===== config.mk =====
export PLATFORM = sky130hd
export DESIGN_NAME = uart_hex_tx
export DESIGN_NICKNAME = d
export VERILOG_FILES = /design/src/rtl/uart_hex_tx.sv
export SDC_FILE = /design/constraint.sdc
export NUM_CORES = 1
export LEC_CHECK = 0
export ABC_AREA = 1
export CAP_MARGIN = 20
export CORE_AREA = 5 5 201 223
export CTS_CLUSTER_SIZE = 20
export DETAILED_ROUTE_END_ITERATION = 6
export DIE_AREA = 0 0 206 228
export GPL_TIMING_DRIVEN = 1
export PLACE_DENSITY = 0.54
export SLEW_MARGIN = 20
export SYNTH_ARGS = -nofsm -noshare
export SYNTH_HDL_FRONTEND = slang
export SYNTH_SLANG_ARGS = --single-unit

===== constraint.sdc =====
create_clock -name clk -period 21.1 [get_ports clk]
set_clock_uncertainty 0.15 [all_clocks]
set_input_delay 6.33 -clock clk [delete_from_list [all_inputs] [get_ports clk]]
set_output_delay 6.33 -clock clk [all_outputs]
set_load 0.1 [all_outputs]

===== src/rtl/uart_hex_tx.sv =====
// uart_hex_tx -- sends a 256-bit SHA-256 digest over a UART line as 64 lowercase
// ASCII hex characters, most significant nibble first. Each character is an 8N1 frame:
// one start bit, 8 data bits LSB first, one stop bit. Frames follow each other with
// no idle gap.
//
// Optional feature: define HEX_TX_CRLF_EN to append CR (0x0D) and LF (0x0A) after the
// hex characters, giving 66 characters in total. Without it, 64 characters are sent.
//
// Handshake: start is a level request with no ready signal. It is sampled only while
// idle. Raising it at a rising edge in IDLE latches digest and begins a transmission.
// Requests made while busy are dropped, not queued. done pulses for one cycle when the
// final stop bit ends. busy is already low in that cycle, so a start seen at the next
// edge begins a new transmission immediately.
//
// Ports:
//   clk          in   system clock, rising edge
//   rst          in   asynchronous active-high reset
//   digest[255:0] in  value to transmit (bit 255 = most significant)
//   start        in   transmit request, honoured only in IDLE
//   busy         out  high while a transmission is in progress
//   done         out  one-cycle pulse after the last stop bit
//   TX           out  UART serial line, idle high
//   dbg_state_o  out  FSM state (0 IDLE, 1 START, 2 DATA, 3 STOP)
module uart_hex_tx #(
  parameter int CLKS_PER_BIT = 434
) (
  input  logic         clk,
  input  logic         rst,
  input  logic [255:0] digest,
  input  logic         start,
  output logic         busy,
  output logic         done,
  output logic         TX,
  output logic [1:0]   dbg_state_o
);

  localparam int BW = (CLKS_PER_BIT > 1) ? $clog2(CLKS_PER_BIT) : 1;
  localparam logic [BW-1:0] BAUD_LAST = BW'(CLKS_PER_BIT - 1);
`ifdef HEX_TX_CRLF_EN
  localparam logic [6:0] LAST_CHAR = 7'd65;
`else
  localparam logic [6:0] LAST_CHAR = 7'd63;
`endif

  typedef enum logic [1:0] {
    S_IDLE  = 2'd0,
    S_START = 2'd1,
    S_DATA  = 2'd2,
    S_STOP  = 2'd3
  } state_t;

  state_t          state_q, state_d;
  logic [BW-1:0]   baud_q, baud_d;
  logic [2:0]      bit_q, bit_d;
  logic [6:0]      char_q, char_d;
  logic [255:0]    sh_q, sh_d;       // latched digest; current nibble lives in [255:252]
  logic            tx_q, tx_d;
  logic            done_q, done_d;
  logic [7:0]      byte_d;
  logic            baud_end;

  function automatic logic [7:0] hex_ascii(input logic [3:0] n);
    if (n < 4'd10) return 8'h30 + {4'h0, n};
    else           return 8'h57 + {4'h0, n};  // 0x57 + 10 = 'a'
  endfunction

`ifdef HEX_TX_CRLF_EN
  function automatic logic [7:0] char_byte(input logic [3:0] nib, input logic [6:0] idx);
    if (idx == 7'd64)      return 8'h0D;
    else if (idx == 7'd65) return 8'h0A;
    else                   return hex_ascii(nib);
  endfunction
`endif

  always_comb begin
    state_d  = state_q;
    baud_d   = baud_q;
    bit_d    = bit_q;
    char_d   = char_q;
    sh_d     = sh_q;
    done_d   = 1'b0;
    tx_d     = 1'b1;
    baud_end = (baud_q == BAUD_LAST);

    // The baud counter free-runs across all bit periods of a transmission,
    // wrapping at the end of each bit so consecutive bits abut exactly.
    if (state_q != S_IDLE) begin
      baud_d = baud_end ? '0 : baud_q + 1'b1;
    end

    case (state_q)
      S_IDLE: begin
        if (start) begin
          state_d = S_START;
          sh_d    = digest;
          baud_d  = '0;
          bit_d   = '0;
          char_d  = '0;
        end
      end
      S_START: begin
        if (baud_end) begin
          state_d = S_DATA;
          bit_d   = '0;
        end
      end
      S_DATA: begin
        if (baud_end) begin
          if (bit_q == 3'd7) state_d = S_STOP;
          bit_d = bit_q + 1'b1;  // wraps back to 0 after bit 7
        end
      end
      S_STOP: begin
        if (baud_end) begin
          if (char_q == LAST_CHAR) begin
            state_d = S_IDLE;
            done_d  = 1'b1;
            char_d  = '0;
          end else begin
            state_d = S_START;
            char_d  = char_q + 1'b1;
            sh_d    = {sh_q[251:0], 4'h0};
          end
        end
      end
      default: state_d = S_IDLE;
    endcase

    // TX is registered and derived from the next state, so the line changes
    // on the same edge as the state and stays glitch-free.
`ifdef HEX_TX_CRLF_EN
    byte_d = char_byte(sh_d[255:252], char_d);
`else
    byte_d = hex_ascii(sh_d[255:252]);
`endif
    case (state_d)
      S_IDLE:  tx_d = 1'b1;
      S_START: tx_d = 1'b0;
      S_DATA:  tx_d = byte_d[bit_d];
      default: tx_d = 1'b1;
    endcase
  end

  always_ff @(posedge clk or posedge rst) begin
    if (rst) begin
      state_q <= S_IDLE;
      baud_q  <= '0;
      bit_q   <= '0;
      char_q  <= '0;
      sh_q    <= '0;
      tx_q    <= 1'b1;
      done_q  <= 1'b0;
    end else begin
      state_q <= state_d;
      baud_q  <= baud_d;
      bit_q   <= bit_d;
      char_q  <= char_d;
      sh_q    <= sh_d;
      tx_q    <= tx_d;
      done_q  <= done_d;
    end
  end

  assign TX          = tx_q;
  assign done        = done_q;
  assign busy        = (state_q != S_IDLE);
  assign dbg_state_o = state_q;

endmodule


* After elaboration in Yosys (flattened, before gate mapping)
Cells that the tools add are included.
Word-level totals: flip-flop bits (word level) 279, output and inout bits 5
Operators by class: add/subtract/negate cells 5, order comparisons 2, equality and inequality tests 11, multiplexer cells 30, reduce and logical (&&, ||, !) cells 5
Operators with widths (count):
- 256-bit two-way mux | 3
- 256-bit one-hot mux with 2 select lines | 1
- 9-bit two-way mux | 4
- 7-bit two-way mux | 3
- 7-bit one-hot mux with 2 select lines | 1
- 2-bit two-way mux | 5
- 9-bit by 1-bit adder with 9-bit output, second input constant | 1
- 9-bit equality test, second input constant | 1
- 3-bit two-way mux | 3
- 3-bit one-hot mux with 3 select lines | 1
- 7-bit by 4-bit adder with 8-bit output, first input constant | 1
- 8-bit two-way mux | 1
- 2-bit one-hot mux with 4 select lines | 1
- 6-bit by 4-bit adder with 7-bit output, first input constant | 1
- 7-bit by 1-bit adder with 7-bit output, second input constant | 1
- 7-bit by 6-bit equality test with 1-bit output, second input constant | 1
- 2-bit equality test, second input constant | 3
- 2-bit != test, second input constant | 3
- 1-bit two-way mux | 5
- 2-bit by 1-bit equality test with 1-bit output, second input constant | 2
- 3-bit by 4-bit < comparator with 1-bit output, second input constant | 1
- 4-bit < comparator, second input constant | 1
- 4-bit AND reduction | 1
- 2-bit nonzero test | 2
- 6 further kinds | 6

* Depth between registers and ports, before layout
Gate-level depths: netlist of the first run.
depth in word-level cells 9, mapped depth 20

* Worst setup path before layout of the first run
No wires, ideal clock.
path type register to output, start register state_q[0], in the netlist dbg_state_o[0], end output port busy, arrival 2.181 ns, required time 14.620 ns, slack 12.439 ns, cell stages (with the launch flop) 4, buffers on the path 0, path through dfrtp_1 > inv_1 > ha_1 > inv_1
Between the ends: word-level cells in the longest chain between the ends 1
RTL lines:
- from (decl) | RTL line 52 | state_t state_q, state_d;
- from (signal assigned) | RTL line 154 | state_q <= state_d;
- 2-bit nonzero test | RTL line 166 | assign busy = (state_q != S_IDLE);
- to (decl) | RTL line 31 | output logic busy,
Every way passes these cells.

* Worst setup path after layout of the first run
start input port start, end register sh_q[126]
Between the ends: word-level cells in the longest chain between the ends 2
RTL lines:
- from (decl) | RTL line 30 | input logic start,
- 2-bit != test (no line)
- 4-bit AND reduction (no line)
- to (signal assigned) | RTL line 150 | sh_q <= '0;
- to (signal assigned) | RTL line 158 | sh_q <= sh_d;
- to (decl) | RTL line 56 | logic [255:0] sh_q, sh_d;
Every way passes these cells. A chain may end at the register's enable or synchronous reset.

==> run summary, run 1 <==
RSZ-0062 raised after global routing: no
vias per std cell: 5.05
DR DRC count: 0
Yosys cell types: 39
Mapped Cells: 1378
Mapped Nets: 1650
first-pass GRT wire length: 64100 um
final hold viol count: 0
critical path capture point type: flip-flop
core footprint: 42000 sq um
Lkg Pwr: 0.00791 uW
clock latency on the worst-skew pair: 0.50 ns
gr usage total: 16.5%
FMAX: 0.0967 GHz
Root Buffer: clkbuf_16
count of buffers from port buffering: 263
dpl cells: 2105
Final Util: 44.3%
dominant cell type by area after synthesis: dfrtp_1
CTS tree: done
worst-case hold slack: 0.354 ns
async set-reset flop share out of synthesis: 100%
Die ar.: 47000 sq um
Yosys warnings: 0
Detailed Route WL: 39300 um
GPL Wtd Cong: 0.810
area of the multi-input gates: 5860 sq um
H-tree levels: 2
sequential area share after synthesis: 47.7%
wire per inst: 18.1 um
commonest non-fill, non-tap cell in the layout: inv_1
post-route setup TNS: 0 ns
Cell Rows: 79
initial antenna violation count: 3
post-synth top area share: 47.5%
via count: 10945
Netlist Area Pre-Place: 14600 sq um
post-layout min period: 10.34 ns
Worst Path Max Fanout: 69
clk buf depth: 3
CP Class: input port to flip-flop
Area Overhead vs Synth: 27.1%
WP data required: 21.29 ns
largest net degree at the start of global routing: 167
Hold Path Class: flip-flop to flip-flop
layout net count: 1847
Final Slew Violations: 0
Final WS setup: 10.76 ns
Die W: 206 um
layout filler cell count: 4037
final antenna-violating net count: 0
final setup fails: 0
most frequent cells in the layout: inv_1, dfrtp_1, nand3_1, clkdlybuf4s50_1, o221ai_2
Reg area: 6980 sq um
crit path DAT: 10.53 ns
GR Overflow Total: 0
Final Cycle Share: 49.0%
Non-Filler Instances: 2168
CTS Hold Buffers Added: 0
synthesized flop and latch total: 279
setup bufs post-CTS: 0
1st-iter DRT viols: 664
Worst-path clk slew: 0.06 ns
worst slack, placed: 9.81 ns
share of layout cells above drive strength 1: 18.4%
IO Pins: 264
Area contributors post-synth: dfrtp_1, o221ai_2, nand3_1
Setup crit start kind: input port
worst-margin pin slew: 1.14 ns
starting density of the core: 34.8%
1st-pass router iterations: 4
Mapped Avg Cell Area: 10.6 sq um
Post-synth EDFFs: 0
status: finished clean
post_cts resized: 0
dpl hpwl: 25500 um
peak supply drop: 0.0494 mV
Num CTS Buffers: 34
vias in the first global route: 11620
clock sink count: 279
Worst slew margin: 23.7%
reported max-cap violation count: 0
Pwr Density: 63.9 nW/um^2
die height: 228 um
top_reg_cell synth: dfrtp_1
==> state kept, by name, summed over array words and instances, names as in the netlist <==
register     count
TX               1
bit_q            3
char_q           7
sh_q           256
dbg_state_o      2
baud_q           9
done             1
==> worst max-delay path: stages <==
cell	delay, ns
clkdlybuf4s50_1	0.49
nor2_4	0.24
a21oi_1	0.08
o21ai_2	0.12
inv_2	0.10
nand2_2	0.20
nor2_8	0.15
nand3_4	0.66
buf_4	0.98
buf_4	0.83
o221ai_2	0.17
==> metal layers <==
| layer | vias up | global-route usage (%) | routed length (um) |
|---|---|---|---|
| met3 | 34 | 3.51 | 2080 |
| li1 | 5279 | - | - |
| met2 | 221 | 26.8 | 19100 |
| met5 | - | 0 | 33 |
| met4 | 4 | 3.16 | 469 |
| met1 | 5407 | 23.0 | 17600 |
==> stage by stage <==
stage / total power (uW) / instance area (sq um)
floorplan: 553 / 14600
finish: 1190 / 18600
global placement: 612 / 17400
detailed placement: 612 / 17400
CTS: 1210 / 18600
global route: 1230 / 18600
==> cell families after synthesis <==
family,after synthesis,share of synthesized area (%)
buffers and inverters,412,12.2
XOR/XNOR,5,0.299
AND/OR/NAND/NOR,373,12.5
adder cells (fa/ha/maj),13,1.11
AO/OA/AOI/OAI,296,26.2
flip-flops,279,47.7
==> Yosys cell counts, types with 2 or more instances <==
cell      number
nor3b_1        3
o22ai_1        7
buf_2         48
nor2_1        21
nor3_1         4
buf_1          2
o21ai_0       22
dfrtp_1      278
nor2_4         2
o211ai_1       3
a21oi_1        8
nand2_1       60
a32oi_1        2
o31ai_1        2
ha_1          13
xor2_1         4
inv_1        298
o221ai_1      26
nand3_1      272
nand4_1        4
clkbuf_1      37
buf_6         24
o221ai_2     220
inv_2          3
==> final cells by class <==
cell class                      instances  share of cell area [%]
Timing Repair Buffer                  272                    14.7
Inverter                              301                    6.20
Clock inverter                          3                   0.215
Sequential cell                       279                    37.6
Clock buffer                           57                    5.92
Multi-Input combinational cell        687                    31.5
Antenna cell                            2                  0.0269
Tap cell                              567                    3.82
==> where the power goes <==
group	internal (uW)	switching, uW	leakage, uW	total [uW]
clock	366	222	0.000562	588
sequential	535	0	0.00253	535
combinational	42.4	22.8	0.00482	65.3
==> final timing paths <==
kind / start / to / slack, ns / cells after the start
min: char_q[5] / char_q[6] / 0.35 / 1
max: start / sh_q[126] / 10.76 / 11
min in group asynchronous: rst / sh_q[90] / 6.21 / 2
max reg2reg: dbg_state_o[0] / sh_q[126] / 16.10 / 13
max in group asynchronous: rst / sh_q[127] / 13.19 / 3
min reg2reg: char_q[5] / char_q[6] / 0.35 / 1
No activity file was read; power rests on OpenSTA's default activity.
==> run 2: changes to the inputs <==
clock period = 9.9 ns   (was 21.1 ns; I/O delays follow)
==> run 2 against run 1 <==
Final cell count about the same. Wire length shrank 0.92%. Critical path depth is 7 lower. Global-route usage decreased by 0.18 points. Design area decreased by 0.40%. Combinational power is 110% higher. Non-clock buffer count is 3 higher. Register-to-register slack got worse by 10 ns. Largest power group unchanged.
==> run summary, run 2 (synthesized netlist as in run 1, its figures left out) <==
1st-iter DRT viols: 698
DR DRC count: 0
H-tree levels: 1
starting density of the core: 34.8%
IO Pins: 264
GRT Max-Usage Layer: met2
dpl hpwl: 25500 um
clk buf depth: 3
GR Overflow Total: 0
M3 GR Usage: 2.92%
gr usage total: 16.3%
CTS Hold Buffers Added: 0
Hold Path Class: flip-flop to flip-flop
RSZ-0062 raised after global routing: no
peak supply drop: 0.134 mV
via count: 10908
worst-margin pin slew: 1.12 ns
Final Slew Violations: 0
post-route setup TNS: 0 ns
final hold viol count: 0
Root Buffer: clkbuf_16
max FFs per register: 256
Worst Path Max Fanout: 7
count of buffers from port buffering: 263
setup bufs post-CTS: 0
reported max-cap violation count: 0
Final Util: 44.1%
largest net degree at the start of global routing: 253
met2 GRT Util: 26.6%
Worst-path clk slew: 0.06 ns
post-layout min period: 5.94 ns
commonest non-fill, non-tap cell in the layout: inv_1
clock latency on the worst-skew pair: 0.56 ns
Detailed Route WL: 38900 um
met1 Use GR: 23.1%
clock sink count: 279
status: finished clean
first-pass GRT wire length: 63400 um
critical path capture point type: primary output
Cell Rows: 79
initial antenna violation count: 2
Lkg Pwr: 0.00787 uW
die height: 228 um
layout net count: 1847
Worst slew margin: 25.0%
most frequent cells in the layout: inv_1, dfrtp_1, nand3_1, clkdlybuf4s50_1, o221ai_2
Die ar.: 47000 sq um
final antenna-violating net count: 0
GPL Wtd Cong: 0.792
share of layout cells above drive strength 1: 18.4%
Biggest register: sh_q
Die W: 206 um
final setup fails: 0
Final Cycle Share: 60.0%
top flop regs: sh_q x256, baud_q x9, char_q x7
FMAX: 0.168 GHz
vias in the first global route: 11450
Num CTS Buffers: 31
Setup crit start kind: flip-flop
1st-pass router iterations: 5
vias per std cell: 5.04
core footprint: 42000 sq um
WP data required: 6.78 ns
Pwr Density: 132 nW/um^2
CTS tree: done
CP Class: flip-flop to primary output
post_cts resized: 0
Area Overhead vs Synth: 26.6%
crit path DAT: 2.82 ns
wire per inst: 18.0 um
run 2: cell count changes in the layout (fill, tap and decap cells not counted), sizes merged, moves of 2 or more:
cell | before | now
clkinvlp | 0 | 3
bufinv | 1 | 3
buf | 9 | 12
clkbuf | 57 | 47
clkinv | 2 | 4
run 2: layout make-up:
class | count | area (sq um)
Fill cell | 3999 | 23500
Sequential cell | 279 | 6980
Multi-Input combinational cell | 687 | 5860
Timing Repair Buffer | 275 | 2780
Inverter | 301 | 1150
Clock buffer | 47 | 906
Tap cell | 567 | 709
Clock inverter | 9 | 125
Antenna cell | 1 | 2.50
run 2: final timing paths:
| check | from | end | slack, ns | cells past startpoint |
|---|---|---|---|---|
| setup / recovery | dbg_state_o[0] | busy | 3.96 | 4 |
| hold / removal | char_q[5] | char_q[6] | 0.33 | 1 |
| setup reg to reg | dbg_state_o[0] | sh_q[208] | 5.99 | 11 |
| hold reg to reg | char_q[5] | char_q[6] | 0.33 | 1 |
| max in group asynchronous | rst | sh_q[175] | 5.45 | 3 |
| min in group asynchronous | rst | sh_q[86] | 2.75 | 2 |
run 2: power breakdown:
part           internal (uW)  total, uW  switching (uW)  leakage [uW]
clock                    704       1170             468      0.000501
combinational           90.4        136            46.0       0.00484
sequential              1140       1140               0       0.00253
total                   1930       2450             514       0.00787
run 2: worst max-delay path, cell delays in order, from the launching register on:
cell             delay (ns)
dfrtp_1                0.47
inv_1                  0.14
ha_1                   0.28
inv_1                  0.20
clkdlybuf4s50_1        1.17
run 2: through the flow:
stage	hold slack, ns	cell area, sq um	cells	setup WS (ns)	total power [uW]
after global placement	0.318	17500	2108	3.50	1300
after detailed placement	0.318	17500	2109	3.60	1300
after floorplan	0.302	14600	1378	3.09	1180
after CTS	0.326	18500	2165	3.89	2490
after global routing	0.340	18500	2165	3.84	2550
final	0.329	18500	2166	3.96	2450
run 2: routing by layer:
layer / wire length [um] / vias to the layer above
met3: 1960 / 35
met5: 20 / -
met1: 17700 / 5361
met2: 18800 / 229
met4: 496 / 4
li1: - / 5279
